===== config.mk =====
export PLATFORM = sky130hd
export DESIGN_NAME = mem_port_arbiter_flat
export DESIGN_NICKNAME = d
export VERILOG_FILES = /design/src/rtl/mem_port_arbiter_if.sv /design/src/rtl/mem_port_arbiter.sv /design/src/flat_wrapper.sv
export SDC_FILE = /design/constraint.sdc
export NUM_CORES = 1
export LEC_CHECK = 0
export CAP_MARGIN = 0
export CORE_UTILIZATION = 25
export CTS_BUF_LIST = sky130_fd_sc_hd__clkbuf_8 sky130_fd_sc_hd__clkbuf_16
export DETAILED_ROUTE_END_ITERATION = 10
export PLACE_DENSITY_LB_ADDON = 0.1
export SYNTH_ARGS = -nofsm -noshare
export SYNTH_HDL_FRONTEND = slang
export SYNTH_SLANG_ARGS = --single-unit

===== constraint.sdc =====
create_clock -name clk -period 1.6 [get_ports clk]
set_input_delay 0.16 -clock clk [delete_from_list [all_inputs] [get_ports clk]]
set_output_delay 0.16 -clock clk [all_outputs]
set_load 0.1 [all_outputs]

===== src/rtl/mem_port_arbiter_if.sv =====
// Signal bundle between the fetch/load-store requesters, the arbiter and the shared memory.
// No storage; pure wiring, latency 0.
// Requesters hold req until their rvalid pulse; the memory has no backpressure.
interface mem_port_arbiter_if #(
   parameter int ADDR_W = 32,
   parameter int DATA_W = 32
);
   localparam int BE_W = DATA_W / 8;

   // fetch port
   logic              if_req_i;
   logic [ADDR_W-1:0] if_addr_i;
   logic              if_rvalid_o;
   logic [DATA_W-1:0] if_rdata_o;
   logic              if_stall_o;

   // load/store port
   logic              dm_req_i;
   logic [ADDR_W-1:0] dm_addr_i;
   logic [BE_W-1:0]   dm_we_i;
   logic [DATA_W-1:0] dm_wdata_i;
   logic              dm_rvalid_o;
   logic [DATA_W-1:0] dm_rdata_o;
   logic              dm_stall_o;

   // control / status
   logic              halt_i;
   logic              idle_o;

   // memory side
   logic              mem_req_o;
   logic [ADDR_W-1:0] mem_addr_o;
   logic [BE_W-1:0]   mem_we_o;
   logic [DATA_W-1:0] mem_wdata_o;
   logic [DATA_W-1:0] mem_rdata_i;

   // arbiter view
   modport slave (
      input  if_req_i, if_addr_i,
      input  dm_req_i, dm_addr_i, dm_we_i, dm_wdata_i,
      input  halt_i, mem_rdata_i,
      output if_rvalid_o, if_rdata_o, if_stall_o,
      output dm_rvalid_o, dm_rdata_o, dm_stall_o,
      output idle_o,
      output mem_req_o, mem_addr_o, mem_we_o, mem_wdata_o
   );

   // pipeline + memory view
   modport master (
      output if_req_i, if_addr_i,
      output dm_req_i, dm_addr_i, dm_we_i, dm_wdata_i,
      output halt_i, mem_rdata_i,
      input  if_rvalid_o, if_rdata_o, if_stall_o,
      input  dm_rvalid_o, dm_rdata_o, dm_stall_o,
      input  idle_o,
      input  mem_req_o, mem_addr_o, mem_we_o, mem_wdata_o
   );
endinterface


===== src/rtl/mem_port_arbiter.sv =====
// Shares one fixed-latency memory between fetch and load/store; data wins unless fetch is starved.
// Latency: request seen in IDLE at N -> mem_req at N+1, rvalid at N+MEM_LATENCY+2.
// Backpressure: losers and requests arriving mid-access stall (stall_o) until a later IDLE grant.
module mem_port_arbiter #(
   parameter int ADDR_W       = 32,
   parameter int DATA_W       = 32,
   parameter int MEM_LATENCY  = 1,
   parameter int STARVE_LIMIT = 4
) (
   input logic               clk,
   input logic               reset,
   mem_port_arbiter_if.slave bus
);
   localparam int BE_W = DATA_W / 8;
   localparam int SC_W = $clog2(STARVE_LIMIT + 1);
   localparam int WC_W = $clog2(MEM_LATENCY + 1);
   localparam logic [SC_W-1:0] STARVE_MAX = SC_W'(STARVE_LIMIT);
   localparam logic [WC_W-1:0] LAT        = WC_W'(MEM_LATENCY);
   localparam logic [WC_W-1:0] WC_ONE     = WC_W'(1);
   localparam logic [SC_W-1:0] SC_ONE     = SC_W'(1);

   typedef enum logic [1:0] {IDLE, ISSUE, WAIT, RESP} state_t;

   state_t            state;
   logic              owner_dm;     // 1: load/store owns the access, 0: fetch
   logic [SC_W-1:0]   starve_cnt;
   logic [WC_W-1:0]   wait_cnt;

   logic              mem_req;
   logic [ADDR_W-1:0] mem_addr;
   logic [BE_W-1:0]   mem_we;
   logic [DATA_W-1:0] mem_wdata;
   logic              if_rvalid;
   logic              dm_rvalid;
   logic [DATA_W-1:0] if_rdata;
   logic [DATA_W-1:0] dm_rdata;
   logic              idle;

   logic              grant;
   logic              fetch_wins;

   // A grant is only possible in IDLE with halt low; fetch takes it when alone or starved.
   assign grant      = (state == IDLE) && !bus.halt_i && (bus.if_req_i || bus.dm_req_i);
   assign fetch_wins = bus.if_req_i && (!bus.dm_req_i || (starve_cnt == STARVE_MAX));

   // Access sequencer: IDLE grant -> ISSUE strobe -> WAIT for data -> RESP acknowledge.
   always_ff @(posedge clk) begin
      if (!reset) begin
         state      <= IDLE;
         owner_dm   <= 1'b0;
         starve_cnt <= '0;
         wait_cnt   <= '0;
         mem_req    <= 1'b0;
         mem_addr   <= '0;
         mem_we     <= '0;
         mem_wdata  <= '0;
         if_rvalid  <= 1'b0;
         dm_rvalid  <= 1'b0;
         if_rdata   <= '0;
         dm_rdata   <= '0;
         idle       <= 1'b1;
      end else begin
         case (state)
            IDLE: begin
               if (grant) begin
                  state   <= ISSUE;
                  mem_req <= 1'b1;
                  idle    <= 1'b0;
                  if (fetch_wins) begin
                     owner_dm   <= 1'b0;
                     mem_addr   <= bus.if_addr_i;
                     mem_we     <= '0;
                     mem_wdata  <= '0;
                     starve_cnt <= '0;
                  end else begin
                     owner_dm  <= 1'b1;
                     mem_addr  <= bus.dm_addr_i;
                     mem_we    <= bus.dm_we_i;
                     mem_wdata <= bus.dm_wdata_i;
                     // Fetch lost a contested arbitration; count it, saturating.
                     if (bus.if_req_i && (starve_cnt != STARVE_MAX))
                        starve_cnt <= starve_cnt + SC_ONE;
                  end
               end
            end
            ISSUE: begin
               mem_req  <= 1'b0;
               wait_cnt <= LAT;
               state    <= WAIT;
            end
            WAIT: begin
               wait_cnt <= wait_cnt - WC_ONE;
               if (wait_cnt == WC_ONE) begin
                  state <= RESP;
                  if (owner_dm) begin
                     dm_rdata  <= bus.mem_rdata_i;
                     dm_rvalid <= 1'b1;
                  end else begin
                     if_rdata  <= bus.mem_rdata_i;
                     if_rvalid <= 1'b1;
                  end
               end
            end
            RESP: begin
               // Requests are ignored here: the acked requester drops req on this edge.
               if_rvalid <= 1'b0;
               dm_rvalid <= 1'b0;
               idle      <= 1'b1;
               state     <= IDLE;
            end
            default: state <= IDLE;
         endcase
      end
   end

   assign bus.mem_req_o   = mem_req;
   assign bus.mem_addr_o  = mem_addr;
   assign bus.mem_we_o    = mem_we;
   assign bus.mem_wdata_o = mem_wdata;
   assign bus.if_rvalid_o = if_rvalid;
   assign bus.dm_rvalid_o = dm_rvalid;
   assign bus.if_rdata_o  = if_rdata;
   assign bus.dm_rdata_o  = dm_rdata;
   assign bus.idle_o      = idle;
   assign bus.if_stall_o  = bus.if_req_i && !if_rvalid;
   assign bus.dm_stall_o  = bus.dm_req_i && !dm_rvalid;
endmodule


===== src/flat_wrapper.sv =====
// flat-port wrapper written by rule: the top's interface ports become plain ports
module mem_port_arbiter_flat 
#(
   parameter int ADDR_W       = 32,
   parameter int DATA_W       = 32,
   parameter int MEM_LATENCY  = 1,
   parameter int STARVE_LIMIT = 4
)
  (clk, reset, bus_if_req_i, bus_if_addr_i, bus_dm_req_i, bus_dm_addr_i, bus_dm_we_i, bus_dm_wdata_i, bus_halt_i, bus_mem_rdata_i, bus_if_rvalid_o, bus_if_rdata_o, bus_if_stall_o, bus_dm_rvalid_o, bus_dm_rdata_o, bus_dm_stall_o, bus_idle_o, bus_mem_req_o, bus_mem_addr_o, bus_mem_we_o, bus_mem_wdata_o);
  mem_port_arbiter_if #(.ADDR_W(ADDR_W), .DATA_W(DATA_W)) bus_i ();
  input logic clk;
  input logic reset;
  input wire logic [$bits(bus_i.if_req_i)-1:0] bus_if_req_i;
  input wire logic [$bits(bus_i.if_addr_i)-1:0] bus_if_addr_i;
  input wire logic [$bits(bus_i.dm_req_i)-1:0] bus_dm_req_i;
  input wire logic [$bits(bus_i.dm_addr_i)-1:0] bus_dm_addr_i;
  input wire logic [$bits(bus_i.dm_we_i)-1:0] bus_dm_we_i;
  input wire logic [$bits(bus_i.dm_wdata_i)-1:0] bus_dm_wdata_i;
  input wire logic [$bits(bus_i.halt_i)-1:0] bus_halt_i;
  input wire logic [$bits(bus_i.mem_rdata_i)-1:0] bus_mem_rdata_i;
  output wire logic [$bits(bus_i.if_rvalid_o)-1:0] bus_if_rvalid_o;
  output wire logic [$bits(bus_i.if_rdata_o)-1:0] bus_if_rdata_o;
  output wire logic [$bits(bus_i.if_stall_o)-1:0] bus_if_stall_o;
  output wire logic [$bits(bus_i.dm_rvalid_o)-1:0] bus_dm_rvalid_o;
  output wire logic [$bits(bus_i.dm_rdata_o)-1:0] bus_dm_rdata_o;
  output wire logic [$bits(bus_i.dm_stall_o)-1:0] bus_dm_stall_o;
  output wire logic [$bits(bus_i.idle_o)-1:0] bus_idle_o;
  output wire logic [$bits(bus_i.mem_req_o)-1:0] bus_mem_req_o;
  output wire logic [$bits(bus_i.mem_addr_o)-1:0] bus_mem_addr_o;
  output wire logic [$bits(bus_i.mem_we_o)-1:0] bus_mem_we_o;
  output wire logic [$bits(bus_i.mem_wdata_o)-1:0] bus_mem_wdata_o;
  assign bus_i.if_req_i = bus_if_req_i;
  assign bus_i.if_addr_i = bus_if_addr_i;
  assign bus_i.dm_req_i = bus_dm_req_i;
  assign bus_i.dm_addr_i = bus_dm_addr_i;
  assign bus_i.dm_we_i = bus_dm_we_i;
  assign bus_i.dm_wdata_i = bus_dm_wdata_i;
  assign bus_i.halt_i = bus_halt_i;
  assign bus_i.mem_rdata_i = bus_mem_rdata_i;
  assign bus_if_rvalid_o = bus_i.if_rvalid_o;
  assign bus_if_rdata_o = bus_i.if_rdata_o;
  assign bus_if_stall_o = bus_i.if_stall_o;
  assign bus_dm_rvalid_o = bus_i.dm_rvalid_o;
  assign bus_dm_rdata_o = bus_i.dm_rdata_o;
  assign bus_dm_stall_o = bus_i.dm_stall_o;
  assign bus_idle_o = bus_i.idle_o;
  assign bus_mem_req_o = bus_i.mem_req_o;
  assign bus_mem_addr_o = bus_i.mem_addr_o;
  assign bus_mem_we_o = bus_i.mem_we_o;
  assign bus_mem_wdata_o = bus_i.mem_wdata_o;
  mem_port_arbiter #(.ADDR_W(ADDR_W), .DATA_W(DATA_W), .MEM_LATENCY(MEM_LATENCY), .STARVE_LIMIT(STARVE_LIMIT)) u_core (.clk(clk), .reset(reset), .bus(bus_i));
endmodule

==> results_dict.tcl <==
set metrics [dict create \
    run_status "finished, final reports clean" \
    yosys_warnings 0 \
    drive_gt1_frac 0.252 \
    initial_utilization 0.255 \
    avgViaCountPerCell 4.54 \
    design_area_sq_um 11000 \
    netlist_area_sq_um 5380 \
    switching_share 0.401 \
    htreeDepth 4 \
    drc 0 \
    grt_pass1_vias 5373 \
    dr_total_vias 5671 \
    synth-seq-area-share 0.532 \
    design.core.area_sq_um 21100 \
    setup_slack_ns 0.0392 \
    critical_path_buf_inv_count 3 \
    area_growth_pct 105 \
    clk_path_buf_depth 2 \
    power.switching_uw 6190 \
    cts_buffers 17 \
    drt_first_pass_iters 4 \
    ctsHoldBuffers 0 \
    cts.clk_slew.worst_paths_ns 0.07 \
    critPathKind "flip-flop to flip-flop" \
    cts_root_buf "clkbuf_16" \
    crit_path_start_kind "flip-flop" \
    antenna_found_initial 0 \
    timing.final.crit_share 0.975 \
    port_buffers 274 \
    grt_pass1_wl_microns 29300 \
    grt-ovfl-total 0 \
    required_ns 1.91 \
    seqPwrFrac 0.287 \
    fillers 1958 \
    clockPowerShare 0.273 \
    crit_path_end_kind "flip-flop" \
    tritoncts "done" \
    cpPeakStageDelay_ns 0.36 \
    crit_chain "inv_4, ha_4, and2b_2, o21a_4, buf_6, clkbuf_16, a31oi_4" \
    finalMaxSlewViolations 0 \
    rows 53 \
    dieWidth_microns 149 \
    tightestPinTransition_ns 0.522 \
    hpwl_microns 13300 \
    timing.slew.headroom 0.651 \
    grt_usage 0.172 \
    cp_slowest_cell "dfxtp_4" \
    syn_inst 682 \
    num_io_pins 275 \
    layout_common_cells "nand2_1 (231), buf_12 (150), dfxtp_1 (140)" \
    die-area_sq_um 22100 \
    power_frac_comb 0.441 \
    clock.fmax_mhz 641 \
    cp_data_arrival_time_ns 1.87 \
    skew_ns 0.0118 \
    internal_power_uw 9250 \
    routedWlPerCell_microns 16.3 \
    rsz0062_at_grt "true" \
    worstSkewPairLatency_ns 0.42 \
    cp_max_fo 8 \
    synth_cell_type_count 30 \
    setup_tns_ns 0 \
    finalNetCount 1105 \
    place.gp.congestion 0.769 \
    finalHoldViolCount 0 \
    powerDensity_nw_per_um2 1400 \
    seqCellArea_sq_um 2870 \
    setup_viol 0 \
    cts.sinks 143 \
    period_needed_ns 1.56 \
    hold_class "primary input to flip-flop" \
    synth.avg_cell_area_sq_um 7.89 \
    peakVddDrop_v 0.000944 \
    placed_cell_area_sq_um 9960 \
    die-height_microns 149 \
    layout_commonest_cell "nand2_1" \
    antennaDiodeCount 0 \
    antenna_left 0 \
    place_ws_ns 0.0275 \
    post-route-util 0.524 \
    cap_violations 0 \
    grt_max_degree 44 \
    cpLargestDelayFamily "buffers and inverters" \
    leakage_uw 0.00411 \
    ys_ff_latch 143 \
    synth_fp_nets 825 \
    totalWireLength_microns 20400 \
    drt-initial-drc-count 224 \
    multiInputGateArea_sq_um 2430 \
]
## worst reg2reg max path, cell delays in order, from the launching register on
cell	delay, ns
dfxtp_4	0.36
inv_4	0.06
ha_4	0.13
and2b_2	0.22
o21a_4	0.28
buf_6	0.15
clkbuf_16	0.17
a31oi_4	0.08
## cell families (layout without fill, tap and decap cells)
family | Yosys count | after routing | share of synthesized area
compound gates | 182 | 183 | 0.182
fa+ha+maj | 6 | 6 | 0.0139
buf+inv | 60 | 352 | 0.0535
flops | 143 | 143 | 0.532
mux | 1 | 1 | 0.00186
simple gates | 290 | 290 | 0.217
## path summary, 6_finish.rpt
check / startpoint / endpoint / slack (ns) / cells after the start
worst max-delay path: u_core.state[1]$_SDFFE_PN0P_ / u_core.bus.mem_addr_o[18]$_SDFFE_PN0P_ / 0.04 / 7
worst min-delay path: bus_if_addr_i[8] / u_core.bus.mem_addr_o[8]$_SDFFE_PN0P_ / 0.30 / 3
worst max register to register: u_core.state[1]$_SDFFE_PN0P_ / u_core.bus.mem_addr_o[18]$_SDFFE_PN0P_ / 0.04 / 7
worst min register to register: u_core.bus.mem_wdata_o[4]$_SDFFE_PN0P_ / u_core.bus.mem_wdata_o[4]$_SDFFE_PN0P_ / 0.49 / 2
## registers in the layout, summed over array words and instances (netlist names)
register                flops
u_core.bus.dm_rvalid_o      1
u_core.starve_cnt           3
u_core.owner_dm             1
u_core.bus.mem_addr_o      32
u_core.state                2
u_core.bus.mem_req_o        1
u_core.wait_cnt             1
u_core.bus.idle_o           1
u_core.bus.mem_wdata_o     32
u_core.bus.dm_rdata_o      32
u_core.bus.if_rvalid_o      1
u_core.bus.mem_we_o         4
u_core.bus.if_rdata_o      32
## synthesized netlist by cell type
master / number / area, sq um
nor3_1: 1 / 5.00
nand2_2: 1 / 6.26
a21oi_1: 106 / 531
a211oi_2: 1 / 12.5
inv_1: 4 / 15.0
a21bo_2: 1 / 10.0
and2_1: 1 / 6.26
a221o_1: 1 / 10.0
and3_1: 1 / 6.26
nor2b_1: 3 / 18.8
clkbuf_1: 26 / 97.6
buf_2: 20 / 100
nand3b_1: 2 / 15.0
ha_1: 6 / 75.1
o21ai_1: 1 / 5.00
dfxtp_1: 143 / 2860
or2_2: 1 / 6.26
o221a_2: 1 / 11.3
mux2i_1: 1 / 10.0
inv_2: 1 / 3.75
buf_4: 8 / 60.1
o21a_1: 1 / 7.51
a22oi_1: 1 / 7.51
nor2_1: 7 / 26.3
nand3_1: 38 / 190
o21ai_0: 37 / 185
and2b_1: 1 / 7.51
buf_6: 1 / 11.3
nand2_1: 234 / 878
a31oi_1: 32 / 200
## layout make-up
type                            count  area share
Sequential cell                   143       0.260
Clock inverter                     12      0.0142
Timing Repair Buffer              315       0.431
Multi-Input combinational cell    480       0.220
Clock buffer                       20      0.0422
Inverter                            5     0.00204
Tap cell                          275      0.0311
## what timing repair did
| item | 4_1_cts | 5_1_grt |
|---|---|---|
| setup endpoints to repair | 0 | 71 |
| gates resized for setup | 0 | 45 |
| buffers inserted | 0 | 4 |
| hold endpoints to repair | 0 | 0 |
## metrics by stage
step	std cells	power, uW	hold WS (ns)
after floorplan	682	8010	0.296
after global routing	1250	16000	0.285
after CTS	1234	14900	0.275
after detailed placement	1202	10700	0.482
after global placement	1202	10600	0.475
final	1250	15400	0.296
## per-layer routing
layer / GRT usage / vias to the layer above / share of wire
met5: 0 / - / 0
met3: 0.0696 / 17 / 0.085
met2: 0.274 / 185 / 0.48
met4: 0.0510 / 0 / 0.0095
met1: 0.212 / 2619 / 0.43
li1: - / 2850 / -
## power by group through the flow
stage                     combinational, uW  clock, uW  sequential [uW]
after detailed placement               6170          0             4480
final                                  6800       4210             4420
after CTS                              6190       4340             4410
after floorplan                        1100          0             6910
after global routing                   7060       4510             4470
after global placement                 6170          0             4470
No activity file was read; power rests on OpenSTA's default activity.
